==> src/rtl/rx32_mmio_pkg.sv <==
// Shared types and register map for the MMIO UART transmitter.
// State encoding and byte offsets of the programmer-visible registers.
package rx32_mmio_pkg;

  typedef enum logic [1:0] {
    ST_IDLE  = 2'd0,
    ST_START = 2'd1,
    ST_DATA  = 2'd2,
    ST_STOP  = 2'd3
  } tx_state_e;

  localparam logic [31:0] TXDATA_OFS = 32'h0000_0000;
  localparam logic [31:0] STATUS_OFS = 32'h0000_0004;

  // Packs the STATUS flags into the low nibble of the read word.
  function automatic logic [31:0] status_word(
    input logic ovf,
    input logic busy,
    input logic empty,
    input logic full
  );
    return {28'b0, ovf, busy, empty, full};
  endfunction

endpackage

==> src/rtl/sync_fifo.sv <==
// Single-clock FIFO with occupancy count and empty fall-through.
// A push and pop together on an empty FIFO hands wdata straight out.
module sync_fifo #(
  parameter int WIDTH = 8,
  parameter int DEPTH = 8
) (
  input  logic             clk,
  input  logic             reset,
  input  logic             push,
  input  logic             pop,
  input  logic [WIDTH-1:0] wdata,
  output logic [WIDTH-1:0] rdata,
  output logic             full,
  output logic             empty
);

  localparam int AW = (DEPTH > 1) ? $clog2(DEPTH) : 1;
  localparam int CW = $clog2(DEPTH) + 1;
  localparam logic [CW-1:0] DEPTH_C = CW'(DEPTH);

  logic [WIDTH-1:0] r_mem [DEPTH];
  logic [AW-1:0]    r_wr_ptr;
  logic [AW-1:0]    r_rd_ptr;
  logic [CW-1:0]    r_count;

  logic w_bypass;
  logic w_wr;
  logic w_rd;

  assign full  = (r_count == DEPTH_C);
  assign empty = (r_count == '0);

  // Empty push+pop passes through without touching storage.
  assign w_bypass = empty && push && pop;
  assign w_wr     = push && (!full || pop) && !w_bypass;
  assign w_rd     = pop && !empty;

  assign rdata = empty ? wdata : r_mem[r_rd_ptr];

  // Storage array; contents need no reset since count gates reads.
  always_ff @(posedge clk) begin
    if (w_wr) begin
      r_mem[r_wr_ptr] <= wdata;
    end
  end

  // Pointers wrap naturally at the power-of-two depth.
  always_ff @(posedge clk or posedge reset) begin
    if (reset) begin
      r_wr_ptr <= '0;
      r_rd_ptr <= '0;
    end else begin
      if (w_wr) r_wr_ptr <= r_wr_ptr + 1'b1;
      if (w_rd) r_rd_ptr <= r_rd_ptr + 1'b1;
    end
  end

  // Occupancy count; simultaneous store and read leaves it unchanged.
  always_ff @(posedge clk or posedge reset) begin
    if (reset) begin
      r_count <= '0;
    end else begin
      unique case ({w_wr, w_rd})
        2'b10:   r_count <= r_count + 1'b1;
        2'b01:   r_count <= r_count - 1'b1;
        default: r_count <= r_count;
      endcase
    end
  end

endmodule

==> src/rtl/mmio_uart_tx.sv <==
// Memory-mapped UART transmitter: TXDATA/STATUS registers, byte FIFO,
// and an 8N1 serialiser with back-to-back frames.
module mmio_uart_tx
  import rx32_mmio_pkg::*;
#(
  parameter int          CLKS_PER_BIT = 868,
  parameter int          FIFO_DEPTH   = 8,
  parameter logic [31:0] BASE_ADDR    = 32'h0000_1000
) (
  input  logic        clk,
  input  logic        reset,
  input  logic        WE,
  input  logic [31:0] A,
  input  logic [31:0] WD,
  output logic [31:0] RD,
  output logic        tx
);

  localparam int BW = (CLKS_PER_BIT > 1) ? $clog2(CLKS_PER_BIT) : 1;
  localparam logic [BW-1:0] BAUD_LAST = BW'(CLKS_PER_BIT - 1);
  localparam logic [31:0] TXDATA_ADDR = BASE_ADDR + TXDATA_OFS;
  localparam logic [31:0] STATUS_ADDR = BASE_ADDR + STATUS_OFS;

  tx_state_e      r_state;
  logic [BW-1:0]  r_baud;
  logic [2:0]     r_bit;
  logic [7:0]     r_shift;
  logic           r_tx;
  logic           r_ovf;

  logic           w_sel_tx;
  logic           w_sel_st;
  logic           w_wr_tx;
  logic           w_wr_st;
  logic           w_full;
  logic           w_empty;
  logic [7:0]     w_rdata;
  logic           w_avail;
  logic           w_pop;
  logic           w_baud_end;
  logic           w_busy;
  logic           w_ovf_set;
  logic           w_unused;

  assign w_sel_tx = (A[31:2] == TXDATA_ADDR[31:2]);
  assign w_sel_st = (A[31:2] == STATUS_ADDR[31:2]);
  assign w_wr_tx  = WE && w_sel_tx;
  assign w_wr_st  = WE && w_sel_st;

  assign w_unused = ^{WD[31:8], A[1:0]};

  assign w_baud_end = (r_baud == BAUD_LAST);
  assign w_busy     = (r_state != ST_IDLE);

  // A byte is available if queued, or arriving this cycle on the bus.
  assign w_avail = !w_empty || w_wr_tx;

  // Overflow only when the store cannot be absorbed by a same-cycle pop.
  assign w_ovf_set = w_wr_tx && w_full && !w_pop;

  sync_fifo #(
    .WIDTH (8),
    .DEPTH (FIFO_DEPTH)
  ) u_fifo (
    .clk   (clk),
    .reset (reset),
    .push  (w_wr_tx),
    .pop   (w_pop),
    .wdata (WD[7:0]),
    .rdata (w_rdata),
    .full  (w_full),
    .empty (w_empty)
  );

  // Pop when idle, or at the last stop-bit cycle for gapless frames.
  always_comb begin
    w_pop = 1'b0;
    unique case (r_state)
      ST_IDLE: w_pop = w_avail;
      ST_STOP: w_pop = w_baud_end && w_avail;
      default: w_pop = 1'b0;
    endcase
  end

  // Register read mux; TXDATA and holes read as zero.
  always_comb begin
    RD = 32'h0;
    if (w_sel_st) begin
      RD = status_word(r_ovf, w_busy, w_empty, w_full);
    end
  end

  // Sticky overflow; a new overflow wins over a same-cycle clear.
  always_ff @(posedge clk or posedge reset) begin
    if (reset) begin
      r_ovf <= 1'b0;
    end else if (w_ovf_set) begin
      r_ovf <= 1'b1;
    end else if (w_wr_st && WD[3]) begin
      r_ovf <= 1'b0;
    end
  end

  // Frame sequencer: start bit, 8 data bits LSB first, stop bit.
  always_ff @(posedge clk or posedge reset) begin
    if (reset) begin
      r_state <= ST_IDLE;
      r_baud  <= '0;
      r_bit   <= '0;
      r_shift <= '0;
      r_tx    <= 1'b1;
    end else begin
      unique case (r_state)
        ST_IDLE: begin
          r_baud <= '0;
          r_bit  <= '0;
          if (w_pop) begin
            r_state <= ST_START;
            r_shift <= w_rdata;
            r_tx    <= 1'b0;
          end
        end
        ST_START: begin
          if (w_baud_end) begin
            r_baud  <= '0;
            r_bit   <= '0;
            r_state <= ST_DATA;
            r_tx    <= r_shift[0];
          end else begin
            r_baud <= r_baud + 1'b1;
          end
        end
        ST_DATA: begin
          if (w_baud_end) begin
            r_baud <= '0;
            if (r_bit == 3'd7) begin
              r_bit   <= '0;
              r_state <= ST_STOP;
              r_tx    <= 1'b1;
            end else begin
              r_bit   <= r_bit + 1'b1;
              r_shift <= {1'b0, r_shift[7:1]};
              r_tx    <= r_shift[1];
            end
          end else begin
            r_baud <= r_baud + 1'b1;
          end
        end
        ST_STOP: begin
          if (w_baud_end) begin
            r_baud <= '0;
            if (w_pop) begin
              r_state <= ST_START;
              r_shift <= w_rdata;
              r_tx    <= 1'b0;
            end else begin
              r_state <= ST_IDLE;
            end
          end else begin
            r_baud <= r_baud + 1'b1;
          end
        end
        default: begin
          r_state <= ST_IDLE;
          r_tx    <= 1'b1;
        end
      endcase
    end
  end

  assign tx = r_tx;

endmodule

==> config.mk <==
export PLATFORM = sky130hd
export DESIGN_NAME = mmio_uart_tx
export DESIGN_NICKNAME = d
export VERILOG_FILES = /design/src/rtl/rx32_mmio_pkg.sv /design/src/rtl/sync_fifo.sv /design/src/rtl/mmio_uart_tx.sv
export SDC_FILE = /design/constraint.sdc
export NUM_CORES = 1
export LEC_CHECK = 0
export ABC_AREA = 0
export BUFFER_PORTS_ARGS = -buffer_cell sky130_fd_sc_hd__buf_2
export CAP_MARGIN = 20
export CORE_MARGIN = 2
export CORE_UTILIZATION = 40
export CTS_CLUSTER_DIAMETER = 40
export DETAILED_ROUTE_END_ITERATION = 16
export SYNTH_ARGS = -nofsm -noshare
export SYNTH_HDL_FRONTEND = slang
export SYNTH_HIERARCHICAL = 1
export SYNTH_SLANG_ARGS = --single-unit
export TNS_END_PERCENT = 20
==> constraint.sdc <==
create_clock -name clk -period 4 [get_ports clk]
set_input_delay 0.2 -clock clk [delete_from_list [all_inputs] [get_ports clk]]
set_output_delay 0.2 -clock clk [all_outputs]
set_load 0.01 [all_outputs]
Word-level counts from Yosys, hierarchy flattened
Memories as Yosys holds them, arrays and structs flattened.
Index checks and enable logic that the tools add are counted.
W data, S select, Z words.
Storage, ports and cells
  memories: 1
  bits in writable memories: 64
  register bits after elaboration: 35
  bits of input ports: 67
Memory list
  u_fifo.r_mem: depth 8, width 8, read ports 1, clocked after Yosys merged registers in 0, write ports 1, line sync_fifo.sv:21  | logic [WIDTH-1:0] r_mem [DEPTH];
Cells by class
  add/subtract/negate cells: 6
  mux-type cells: 32
  equal/unequal tests: 16
  reductions and logical operators: 29
Operators by type and width (count)
  $eq A30 B11 Y1 const B: 2
  $mux W8: 5
  $pmux W8 S3: 1
  $pmux W10 S2: 1
  $logic_and A1 B1 Y1: 11
  $add A10 B1 Y10 const B: 1
  $eq A10 B10 Y1 const B: 1
  $mux W1: 10
  $mux W10: 1
  $mux W2: 5
  $ne A2 B2 Y1 const B: 5
  $add A3 B1 Y3 const B: 3
  $mux W3: 3
  $pmux W3 S3: 1
  $pmux W2 S4: 1
  $pmux W4 S2: 1
  $eq A2 B2 Y1 const B: 3
  $reduce_and A3 Y1: 2
  $reduce_bool A2 Y1: 3
  $reduce_bool A3 Y1: 2
  $reduce_and A5 Y1: 1
  $add A4 B1 Y4 const B: 1
  $eq A2 B1 Y1 const B: 2
  $eq A4 B4 Y1 const B: 1
  other kinds (12): 16

Logic depth before layout (Yosys ltp)
Gate-level depths: netlist (run 1).
  word-level depth: 10
  depth in mapped cells: 15
  depth with buffers taken out: 15

Hierarchy
Netlist (run 1), hierarchy kept.
Modules (own cells, without submodules)
  sync_fifo: seq. area each 2172.1 um^2, cells each 201, times used 1, area an instance 3169.3 um^2
  mmio_uart_tx: seq. area each 626.9 um^2, cells each 207, times used 1, area an instance 1896.8 um^2

Worst setup path before layout (run 1)
OpenSTA, ideal clock, no wires.
  kind: register -> register
  start point: register u_fifo.r_count[1]
  end point: memory u_fifo.r_mem[0][0] (enable)
  path slack: 0.794 ns
  cell stages (with the launch flop): 11
  buffers on the path: 2
  data arrival time: 2.823 ns
  clock period less this slack: 3.206 ns
  path through: dfrtp_1 > buf_2 > nor4_4 > buf_2 > o41ai_4 > nand2_4 > inv_2 > xnor2_1 > o41ai_4 > or2b_2 > nor3_1
On the way
  word-level cells in the longest chain between the ends: 10
  elaborated cells on any way between the ends: 15
  those cells by class: 1 x eq/ne; 3 x mux; 11 x reduce/logical
Ends and longest elaborated chain
  start: declaration: line sync_fifo.sv:24  | logic [CW-1:0] r_count;
  start signal: assignment: line sync_fifo.sv:64  | 2'b10: r_count <= r_count + 1'b1;
  start signal: assignment: line sync_fifo.sv:65  | 2'b01: r_count <= r_count - 1'b1;
  start signal: assignment: line sync_fifo.sv:66  | default: r_count <= r_count;
  $logic_not A4 Y1 (*): line sync_fifo.sv:31  | assign empty = (r_count == '0);
  named net w_empty: line mmio_uart_tx.sv:36  | logic w_empty;
  $logic_not A1 Y1 (*): line mmio_uart_tx.sv:56  | assign w_avail = !w_empty || w_wr_tx;
  $logic_or A1 B1 Y1 (*): line mmio_uart_tx.sv:56
  $logic_and A1 B1 Y1: line mmio_uart_tx.sv:80  | ST_STOP: w_pop = w_baud_end && w_avail;
  $pmux W1 S2 (*): line mmio_uart_tx.sv:78  | unique case (r_state)
  named net w_pop: line mmio_uart_tx.sv:39  | logic w_pop;
  $logic_or A1 B1 Y1 or $logic_and A1 B1 Y1 (tied branches): line sync_fifo.sv:35, sync_fifo.sv:34
  $logic_and A1 B1 Y1 or $logic_not A1 Y1 (tied branches): line sync_fifo.sv:35  | assign w_wr = push && (!full || pop) && !w_bypass;
  $logic_and A1 B1 Y1 (*): line sync_fifo.sv:35
  $mux W1 (*): line sync_fifo.sv:42  | if (w_wr) begin
  $mux W1 (implied by the code) (*): line sync_fifo.sv:43  | r_mem[r_wr_ptr] <= wdata;
  end: declaration: line sync_fifo.sv:21
Mark *: on every way through the listed nets, which the timed path passes. The rest lies on a longest branch.

Worst setup path after layout (run 1)
  start point: register r_baud[0]
  end point: register u_fifo.r_count[2]
On the way
  word-level cells in the longest chain between the ends: 8
  elaborated cells on any way between the ends: 13
  those cells by class: 3 x eq/ne; 2 x mux; 8 x reduce/logical
Ends and longest elaborated chain
  start: declaration: line mmio_uart_tx.sv:25  | logic [BW-1:0] r_baud;
  start signal: assignment: line mmio_uart_tx.sv:130  | r_baud <= r_baud + 1'b1;
  start signal: assignment: line mmio_uart_tx.sv:146  | r_baud <= r_baud + 1'b1;
  start signal: assignment: line mmio_uart_tx.sv:160  | r_baud <= r_baud + 1'b1;
  $eq A10 B10 Y1 (*): line mmio_uart_tx.sv:52  | assign w_baud_end = (r_baud == BAUD_LAST);
  $logic_and A1 B1 Y1 (*): line mmio_uart_tx.sv:80
  $pmux W1 S2 (*): line mmio_uart_tx.sv:78
  named net w_pop: line mmio_uart_tx.sv:39
  $logic_or A1 B1 Y1 or $logic_and A1 B1 Y1 (tied branches): line sync_fifo.sv:35, sync_fifo.sv:34
  $logic_and A1 B1 Y1 or $logic_not A1 Y1 (tied branches): line sync_fifo.sv:35
  $logic_and A1 B1 Y1: line sync_fifo.sv:35
  $eq A2 B1 Y1 or $eq A2 B2 Y1 (tied branches): line sync_fifo.sv:63  | unique case ({w_wr, w_rd})
  $pmux W4 S2 or $reduce_bool A2 Y1 (tied branches)
Marked as above.
A chain may end at the register's enable or synchronous reset.

==> results of run 1 <==
-- cell usage in the layout (no fill, tap or decap), types with 6 or more instances in the layout --
cell and n:
a21oi_1 12, a22oi_1 8, buf_2 45, buf_4 12, clkbuf_16 9, conb_1 28
dfrtp_1 34, edfxtp_1 64, ha_1 15, inv_1 11, mux2_2 17, mux2i_1 17
nand2_1 23, nand2b_1 6, nand3_1 8, nor2_1 30, nor4_1 12, o21ai_0 13
o21bai_1 7, o221a_2 7, o221ai_1 8, xnor2_1 8, xor2_1 7
-- sequential cells by signal, indices dropped and copies added, names as in the netlist --
signal           count
r_baud              10
r_bit                3
r_ovf                1
r_shift              8
r_state              2
tx                   1
u_fifo/r_count       4
u_fifo/r_mem        64
u_fifo/r_rd_ptr      3
u_fifo/r_wr_ptr      3
-- layer usage --
| metal | track usage (%) | vias up | wire, um |
|---|---|---|---|
| met5 | 0 | - | 0 |
| met4 | 5.25 | 0 | 71 |
| met3 | 2.44 | 4 | 508 |
| met2 | 25.2 | 93 | 4990 |
| met1 | 20.9 | 1570 | 4510 |
| li1 | - | 1584 | - |
-- power groups by stage --
stage	clock, mW	combinational, mW	sequential (mW)
CTS	0.914	0.0589	1.09
detailed placement	0	0.0579	1.11
global placement	0	0.0565	1.11
finish	0.888	0.0615	1.09
floorplan	0	0.0438	1.11
global route	0.954	0.0711	1.09
-- timing repair --
action | 4_1_cts | 5_1_grt
setup endpoints to repair | 0 | 0
buffers inserted | 0 | 0
gates resized for setup | 0 | 0
hold buffers | 1 | 0
hold endpoints to repair | 10 | 0
-- area by class of cell --
| cell class | count | share of cell area, % |
|---|---|---|
| well taps | 172 | 3.74 |
| flip-flops and latches | 99 | 48.6 |
| repair buffers | 59 | 6.12 |
| multi-input cells | 282 | 35.4 |
| clock inverters | 7 | 1.48 |
| inverters | 12 | 0.782 |
| clock buffers | 9 | 3.91 |
-- worst max path at each step --
stage | end | slack (ns) | from | cells after the start
floorplan | u_fifo/r_mem[0][0]$_DFFE_PP_ | 0.79 | u_fifo/r_count[1]$_DFFE_PP0P_ | 10
detailed placement | u_fifo/r_count[2]$_DFFE_PP0P_ | 0.62 | r_baud[0]$_DFF_PP0_ | 15
global route | u_fifo/r_count[2]$_DFFE_PP0P_ | 0.35 | r_baud[0]$_DFF_PP0_ | 15
global placement | u_fifo/r_count[2]$_DFFE_PP0P_ | 0.71 | A[27] | 15
finish | u_fifo/r_count[2]$_DFFE_PP0P_ | 0.64 | r_baud[0]$_DFF_PP0_ | 15
CTS | u_fifo/r_count[2]$_DFFE_PP0P_ | 0.61 | r_baud[0]$_DFF_PP0_ | 15
-- cell families (layout without fill, tap and decap cells) --
family,Yosys count,count (layout),synth area share [%]
AO/OA/AOI/OAI,75,75,11.5
XOR/XNOR,15,15,2.59
adder cells (fa/ha/maj),15,15,3.70
buffers and inverters,54,87,6.50
flip-flops,99,99,55.2
multiplexers,36,36,7.73
other,1,28,0.0740
AND/OR/NAND/NOR,113,113,12.6
-- stage by stage --
stage               utilization, %  area (um2)  power, mW  std cells  hold slack [ns]
floorplan                        -        5170       1.16        435           0.0402
global placement              43.3        5410       1.17        622            0.247
detailed placement            43.3        5410       1.17        622            0.247
CTS                           45.8        5730       2.06        639            0.134
global route                  46.0        5760       2.12        640            0.144
finish                        46.0        5760       2.04        640            0.145
==> metrics, run 1 <==
die area 0.0136 mm2; leakage power total 2.28 nW; worst flop-to-flop path endpoint u_fifo/r_count[2]$_DFFE_PP0P_; Worst Setup Start Kind register; Critical R2R Launch r_baud[0]$_DFF_PP0_; worst hold path class input pin to register; slew margin rel. 32.7%; Die H 117 um; Yosys top cell by area edfxtp_1; layout cell share with drive strength beyond 1 25.0%; number of clock sinks 99; slowest stage delay, CP 0.41 ns; global route total overflow 0; crit end category register; initial antenna violation count 0; TritonCTS Buffers 9; area of the multi-input gates 0.00204 mm2; CTS HTree Levels 3; Max Buffers Root-to-Sink 2; Internal 1.61 mW; Worst-Margin Slew 1.00 ns; cells along the critical path ha_1 > nor3b_2 > a41oi_1 > nor2_1 > nand2_4 > inv_2 > xnor2_1 > o41ai_4 > ha_1 > xor2_1 > ha_1 > a21oi_1 > xor2_1 > nor2_1 > xor2_1; crit path DAT 3.58 ns; Tmin final 3.36 ns; Synth warnings 6; reg2reg path depth 15; register bit total from synthesis 99; initial core utilization 40.5%; hold path cells 1; Ports 100; largest net degree at the start of global routing 35; Req. time, crit path 4.21 ns; via count 3251; drt pass-1 iters 4; Post-Synthesis Cells 408; most instantiated cells after synthesis edfxtp_1 (64), dfrtp_1 (34), buf_4 (30), nor2_1 (30), nand2_1 (23); GRT Resource Usage Total 15.4%; WL final 10100 um; row count 41; CTS tree built; Clk Latency, worst-skew pair 0.34 ns; Seq pwr share 53.5%; Slew Viols, Final 0; Synth area leaders edfxtp_1 (38%), dfrtp_1 (17%), buf_4 (4.4%), mux2_2 (3.8%), ha_1 (3.7%); Clock power frac 43.5%; power share of the combinational group 3.0%; Fin. Hold Viols 0; hold_sp WD[5]; Reg2Reg Setup Slack 0.64 ns; Antenna Violating Nets Remaining 0; cell with the most instances after synthesis edfxtp_1; clock root cell clkbuf_16; Hold EP u_fifo/r_mem[0][5]$_DFFE_PP_; CP max-delay cell o41ai_4; P per Cell Area 354 mW/mm2; Synth Flop Type edfxtp_1; fin crit share 84.1%; core area 0.0125 mm2; final setup violation count 0; Clock transition at path regs 0.07 ns; Setup WS post-layout 0.635 ns; Crit Path Max Fanout 7; Post-synth ARST share 35.4%; NetSw 431 uW; Via density 5.08; critical path's top delay family adder cells; WL/cell 15.8 um; Chip Width 117 um; Area Overhead vs Synth 13.7%; # DRC 0; Placer Congestion 0.782; CP bufs+invs 1; DRT iter0 DRCs 159; Yosys top cell area share 37.9%; number of flops mapped to enable cells by yosys 64; I/O Buffers 45; Final Skew 0.00894 ns; vias in the first global route 3076; Antenna diodes 0; fin nets 545; first-pass GRT wire length 15700 um; crit path kind register to register; Peak VDD IR 0.000187 V; HPWL Detailed 6950 um; Syn Area/Cell 12.4 um2; fmax 297 MHz; max cap viols 0; Synth cell types 65; status finished, final reports clean; dpl ws 0.618 ns; RSZ-0062 raised after global routing no; Sw Share 21.2%; post-synthesis instance area 0.00507 mm2; fill cell count 1133; setup TNS 0 ns; Seq/Total Area, Yosys 55.2%; Seq. cell area 0.00280 mm2
(Power assumes the default switching activity.)
==> run 2: changes to the inputs <==
- ABC_AREA: 0 -> 1
- clock period: 4 -> 2.9 ns (I/O delays scaled with it)
==> run 2 against run 1 <==
  * Wire length rose by 0.87%
  * Die area grew 0.74%
  * Non-clock buffer count down 1
  * Global-route usage grew 0.88 points
  * Synthesized cell count rose by 33%
  * Flip-flop and latch count is the same
  * Clock-buffer cell count stayed put
==> metrics, run 2 <==
status finished, final reports clean; power share of the combinational group 4.5% (+1.5 points); Critical R2R Launch r_state[0]$_DFFE_PP0P_; NetSw 633 uW (+47%); Seq/Total Area, Yosys 54.8% (-0.42 points); Die H 117 um (+0.37%); WL final 10200 um (+0.87%); Peak VDD IR 0.000286 V (+53%); Clock power frac 44.3% (+0.8 points); clock root cell clkbuf_16; worst hold path class input pin to register; Seq pwr share 51.2% (-2.3 points); GRT Resource Usage Total 16.3% (+0.88 points); slew margin rel. 37.9% (+5.2 points); P per Cell Area 507 mW/mm2 (+43%); HPWL Detailed 6810 um (-2.0%); crit end category register; layout cell share with drive strength beyond 1 18.6% (-6.4 points); CP Launch Point r_state[0]$_DFFE_PP0P_; Ports 100 (unchanged); Sw Share 21.5% (+0.32 points); Yosys top cell by area edfxtp_1; Clk Latency, worst-skew pair 0.35 ns (about the same); Post-Synthesis Cells 541 (+33%); I/O Buffers 45 (unchanged); reg2reg path depth 18 (+3); Syn Area/Cell 9.44 um2 (-24%); Final Skew 0.00794 ns (-0.00100 ns); RSZ-0062 raised after global routing no; drt pass-1 iters 5 (+1); largest reg by FF count u_fifo/r_mem; die area 0.0137 mm2 (+0.74%); cell with the most instances after synthesis nor2_1; DRT iter0 DRCs 267 (+68%); global route total overflow 0 (unchanged); setup TNS 0 ns (unchanged); Tmin final 2.68 ns (-0.680 ns); most instantiated cells after synthesis nor2_1 (98), nand2_1 (87), edfxtp_1 (64); via count 3635 (+12%); fill cell count 1167 (+3.0%); Chip Width 117 um (+0.37%); Critical Path End u_fifo/r_count[2]$_DFFE_PP0P_; initial core utilization 40.8% (+0.31 points); max cap viols 0 (unchanged); Placer Congestion 0.787 (+0.75%); post-CTS setup buffers 0 (unchanged); crit path kind register to register; post-synthesis instance area 0.00510 mm2 (+0.77%); Synth area leaders edfxtp_1 (38%), dfrtp_1 (17%), nor2_1 (7.2%), nand2_1 (6.4%), buf_4 (4.4%); Design Power 2.95 mW (+45%); CTS tree built; most frequent cells in the layout nor2_1 (98), nand2_1 (86), edfxtp_1 (64), inv_1 (46), buf_2 (45); fin nets 678 (+24%); Synth warnings 6 (unchanged); Synth cell types 42 (-35%); Fin. Hold Viols 0 (unchanged); Worst Setup Start Kind register; Clock transition at path regs 0.07 ns (about the same); CTS HTree Levels 3 (unchanged); Synth Flop Type edfxtp_1; register bit total from synthesis 99 (unchanged); fin crit share 92.6% (+8.5 points); Yosys top cell area share 37.6% (-0.29 points); Worst-Margin Slew 0.930 ns (-0.0707 ns); WL/cell 13.2 um (-16%); Via density 4.70 (-7.4%); largest net degree at the start of global routing 34 (-2.9%); TritonCTS Buffers 9 (unchanged); initial antenna violation count 0 (unchanged); leakage power total 2.53 nW (+11%); Internal 2.32 mW (+44%); vias in the first global route 3425 (+11%); most common cell after layout, fill and taps aside nor2_1; fmax 373 MHz (+25%); Req. time, crit path 3.13 ns (-1.08 ns); first-pass GRT wire length 16600 um (+5.4%); Crit Path Max Fanout 7 (unchanged); # DRC 0 (unchanged); row count 41 (unchanged); Slew Viols, Final 0 (unchanged); max reg flops 64 (unchanged); core area 0.0125 mm2 (unchanged); number of clock sinks 99 (unchanged); Area Overhead vs Synth 13.9%; largest registers u_fifo/r_mem: 64 flops, r_baud: 10 flops, r_shift: 8 flops; Post-synth ARST share 35.4% (unchanged); worst flop-to-flop path endpoint u_fifo/r_count[2]$_DFFE_PP0P_; final setup violation count 0 (unchanged); Antenna Violating Nets Remaining 0 (unchanged); Post-Route Utilization 46.5% (+0.42 points); Antenna diodes 0 (unchanged); Max Buffers Root-to-Sink 2 (unchanged); number of flops mapped to enable cells by yosys 64 (unchanged); crit path DAT 2.92 ns (-0.66 ns); Reg2Reg Setup Slack 0.22 ns (-0.42 ns)
-- run 2: worst max-delay path, cell delays in order (launching register included) --
cell and delay, ns:
dfrtp_2 0.45, inv_1 0.12, ha_1 0.21, inv_1 0.10, a21oi_4 0.18, nand2_2 0.11
inv_2 0.09, inv_1 0.04, nand2_1 0.11, nand2_1 0.08, nand2_2 0.11, ha_2 0.22
nand2_1 0.06, inv_1 0.07, nor2_1 0.05, ha_1 0.18, a21oi_2 0.13, xor2_1 0.17
o21ai_0 0.09
-- run 2: cells by family after synthesis --
group	count (synthesis)	share of synthesized area (%)
and+or+nand+nor	258	22.3
DFF	99	54.8
buffers and inverters	93	9.44
AOI/OAI and AO/OA	62	7.33
adders and majority gates	15	3.68
xor gates and xnor gates	7	1.20
muxes	6	1.18
other	1	0.0735
-- run 2: how the worst min path moves through the flow --
stage,to,cells past startpoint,from
5_1_grt,u_fifo/r_mem[6][1]$_DFFE_PP_,1,WD[1]
4_1_cts,u_fifo/r_mem[1][7]$_DFFE_PP_,1,WD[7]
2_1_floorplan,u_fifo/r_count[0]$_DFFE_PP0P_,1,reset
3_3_place_gp,u_fifo/r_rd_ptr[0]$_DFFE_PP0P_,2,reset
6_report,u_fifo/r_mem[1][1]$_DFFE_PP_,1,WD[1]
3_5_place_dp,u_fifo/r_rd_ptr[0]$_DFFE_PP0P_,2,reset
-- run 2: metrics by stage --
step	area [um2]	hold WS (ns)	setup slack (ns)	cells
floorplan	5210	-0.0148	0.377	568
global placement	5440	0.169	0.172	755
detailed placement	5440	0.181	0.0471	755
CTS	5770	0.0633	0.0281	772
global route	5810	0.0774	0.0281	773
finish	5810	0.0696	0.216	773
-- run 2: routing by layer --
metal / track usage (%) / wire, um
met5: 0 / 0
met4: 7.45 / 231
met3: 3.40 / 549
met2: 25.7 / 4600
met1: 21.7 / 4790
-- run 2: what timing repair did --
action	CTS	global route
hold endpoints to repair	10	0
resized for setup	0	7
setup endpoints to repair	0	1
hold buffers	1	0
-- run 2: final cells by class --
class	instances	area (um2)	share of cell area, %
Multi-Input combinational cell	376	1940	33.3
Clock inverter	7	96.3	1.66
Timing Repair Buffer	58	345	5.94
Clock buffer	9	225	3.87
Tap cell	172	215	3.70
Sequential cell	99	2800	48.2
Inverter	52	195	3.36
-- run 2: power groups by stage --
stage | clock network, mW | registers (mW) | logic, mW
floorplan | 0 | 1.54 | 0.103
global placement | 0 | 1.54 | 0.125
detailed placement | 0 | 1.54 | 0.129
CTS | 1.34 | 1.51 | 0.130
global route | 1.39 | 1.51 | 0.156
finish | 1.31 | 1.51 | 0.132
==> run 3: changes to the inputs <==
- RECOVER_POWER: default -> 50
==> run 3 against run 2 <==
  * Clock power barely moved
  * Via count fell by 0.19%
  * Non-clock buffer count did not move
  * Final area fell by 0.62%
  * Combinational power fell by 5%
  * Worst hold slack improved by 0.056 ns
  * Critical path depth did not move
  * Core utilization fell by 0.29 points
  * Sequential share of layout area rose by 0.30 points
  * Wire length barely moved
  * Largest power group unchanged
  * Highest routed layer unchanged
==> metrics, run 3 (synthesis results as in run 2) <==
status finished, final reports clean; hold_sp WE; largest registers u_fifo/r_mem: 64 flops, r_baud: 10 flops, r_shift: 8 flops; Ports 100 (unchanged); Peak VDD IR 0.000286 V (about the same); Via density 4.69 (-0.19%); Clk Latency, worst-skew pair 0.35 ns (about the same); hold path cells 4 (+3); max cap viols 0 (unchanged); fin crit share 92.8% (+0.25 points); Clock transition at path regs 0.07 ns (about the same); fin nets 678 (unchanged); vias in the first global route 3425 (unchanged); WL/cell 13.2 um (about the same); global route total overflow 0 (unchanged); Reg2Reg Setup Slack 0.21 ns (about the same); Antenna Violating Nets Remaining 0 (unchanged); CTS HTree Levels 3 (unchanged); Req. time, crit path 3.13 ns (about the same); worst hold path class input pin to register; clock root cell clkbuf_16; drt pass-1 iters 4 (-1); slew margin rel. 13.3% (-25 points); Crit Path Max Fanout 7 (unchanged); GRT Resource Usage Total 16.3% (unchanged); max reg flops 64 (unchanged); Placer Congestion 0.787 (unchanged); fmax 372 MHz (-0.27%); crit path DAT 2.92 ns (about the same); dpl ws 0.0471 ns (unchanged); first-pass GRT wire length 16600 um (unchanged); most frequent cells in the layout nor2_1 (98), nand2_1 (86), edfxtp_1 (64), inv_1 (46), o21ai_0 (40); Setup WS post-layout 0.208 ns (-0.00730 ns); Worst-Margin Slew 1.30 ns (+0.371 ns); Critical R2R Launch r_state[0]$_DFFE_PP0P_; crit path kind register to register; row count 41 (unchanged); largest net degree at the start of global routing 34 (unchanged); Antenna diodes 0 (unchanged); TritonCTS Buffers 9 (unchanged); die area 0.0137 mm2 (unchanged); largest reg by FF count u_fifo/r_mem; initial antenna violation count 0 (unchanged); via count 3628 (-0.19%); Fin. Hold Viols 0 (unchanged); initial core utilization 40.8% (unchanged); leakage power total 2.49 nW (-1.6%); setup TNS 0 ns (unchanged); Final Skew 0.00773 ns (-0.000205 ns); CTS tree built; RSZ-0062 raised after global routing no; Worst Setup Start Kind register; # DRC 0 (unchanged); Chip Width 117 um (unchanged); core area 0.0125 mm2 (unchanged); WL final 10200 um (about the same); reg2reg path depth 18 (unchanged); Hold EP r_ovf$_DFFE_PP0P_; Max Buffers Root-to-Sink 2 (unchanged); DRT iter0 DRCs 237 (-11%); crit end category register; P per Cell Area 509 mW/mm2 (+0.33%); Die H 117 um (unchanged); number of clock sinks 99 (unchanged); worst flop-to-flop path endpoint u_fifo/r_count[2]$_DFFE_PP0P_; Slew Viols, Final 0 (unchanged); Design Power 2.94 mW (-0.29%); I/O Buffers 45 (unchanged); final setup violation count 0 (unchanged); HPWL Detailed 6810 um (unchanged); Tmin final 2.69 ns (+0.00730 ns); layout cell share with drive strength beyond 1 16.8% (-1.8 points); most common cell after layout, fill and taps aside nor2_1; Area Overhead vs Synth 13.2%
-- run 3: changes by cell type in the layout (fill, tap and decap cells not counted) --
cell / previous run / this run
buf_16: 1 / 0
buf_2: 45 / 35
clkbuf_1: 0 / 11
-- run 3: area by class of cell --
type                       instances  area (um2)
fill                            1175        6740
sequential                        99        2800
multi-input combinational        376        1940
timing repair buffer              58         309
clock buffer                       9         225
tap                              172         215
inverter                          52         195
clock inverter                     7        96.3
-- run 3: metal layers --
metal	up-vias	global-route usage, %	wire length (um)
met5	-	0	0
met4	0	7.45	231
met3	16	3.40	547
met2	104	25.7	4600
met1	1683	21.7	4790
li1	1825	-	-
-- run 3: repair_timing --
action,in CTS,in global routing
resized for setup,0,7
hold buffers,1,0
hold endpoints to repair,10,0
setup buffers,0,0
setup endpoints to repair,0,1
-- run 3: how the worst max path moves through the flow --
stage | endpoint | start | cells past startpoint | slack [ns]
after floorplan | u_fifo/r_count[2]$_DFFE_PP0P_ | r_state[0]$_DFFE_PP0P_ | 17 | 0.38
final | u_fifo/r_count[2]$_DFFE_PP0P_ | r_state[0]$_DFFE_PP0P_ | 18 | 0.21
after global routing | u_fifo/r_count[2]$_DFFE_PP0P_ | r_baud[0]$_DFF_PP0_ | 19 | 0.03
after CTS | u_fifo/r_count[2]$_DFFE_PP0P_ | r_state[0]$_DFFE_PP0P_ | 17 | 0.03
after global placement | u_fifo/r_count[2]$_DFFE_PP0P_ | r_state[0]$_DFFE_PP0P_ | 17 | 0.17
after detailed placement | u_fifo/r_count[2]$_DFFE_PP0P_ | r_state[0]$_DFFE_PP0P_ | 17 | 0.05
-- run 3: report_power, final --
group	internal [mW]	total (mW)	switching, mW
Combinational	0.0411	0.126	0.0851
Clock	0.762	1.30	0.541
Sequential	1.51	1.51	0.00367
-- run 3: metrics by stage --
| step | utilization [%] | instance area (um2) | cells | hold slack (ns) |
|---|---|---|---|---|
| final | 46.2 | 5780 | 773 | 0.126 |
| after global placement | 43.5 | 5440 | 755 | 0.169 |
| after floorplan | - | 5210 | 568 | -0.0148 |
| after global routing | 46.2 | 5780 | 773 | 0.148 |
| after CTS | 46.1 | 5770 | 772 | 0.0633 |
| after detailed placement | 43.5 | 5440 | 755 | 0.181 |
-- run 3: worst max-delay path, stage by stage, from the launching register on --
cell	delay, ns
dfrtp_2	0.45
inv_1	0.12
ha_1	0.22
inv_1	0.10
a21oi_4	0.18
nand2_2	0.11
inv_2	0.09
inv_1	0.04
nand2_1	0.11
nand2_1	0.08
nand2_2	0.11
ha_2	0.22
nand2_1	0.06
inv_1	0.07
nor2_1	0.05
ha_1	0.18
a21oi_2	0.13
xor2_1	0.17
o21ai_0	0.09
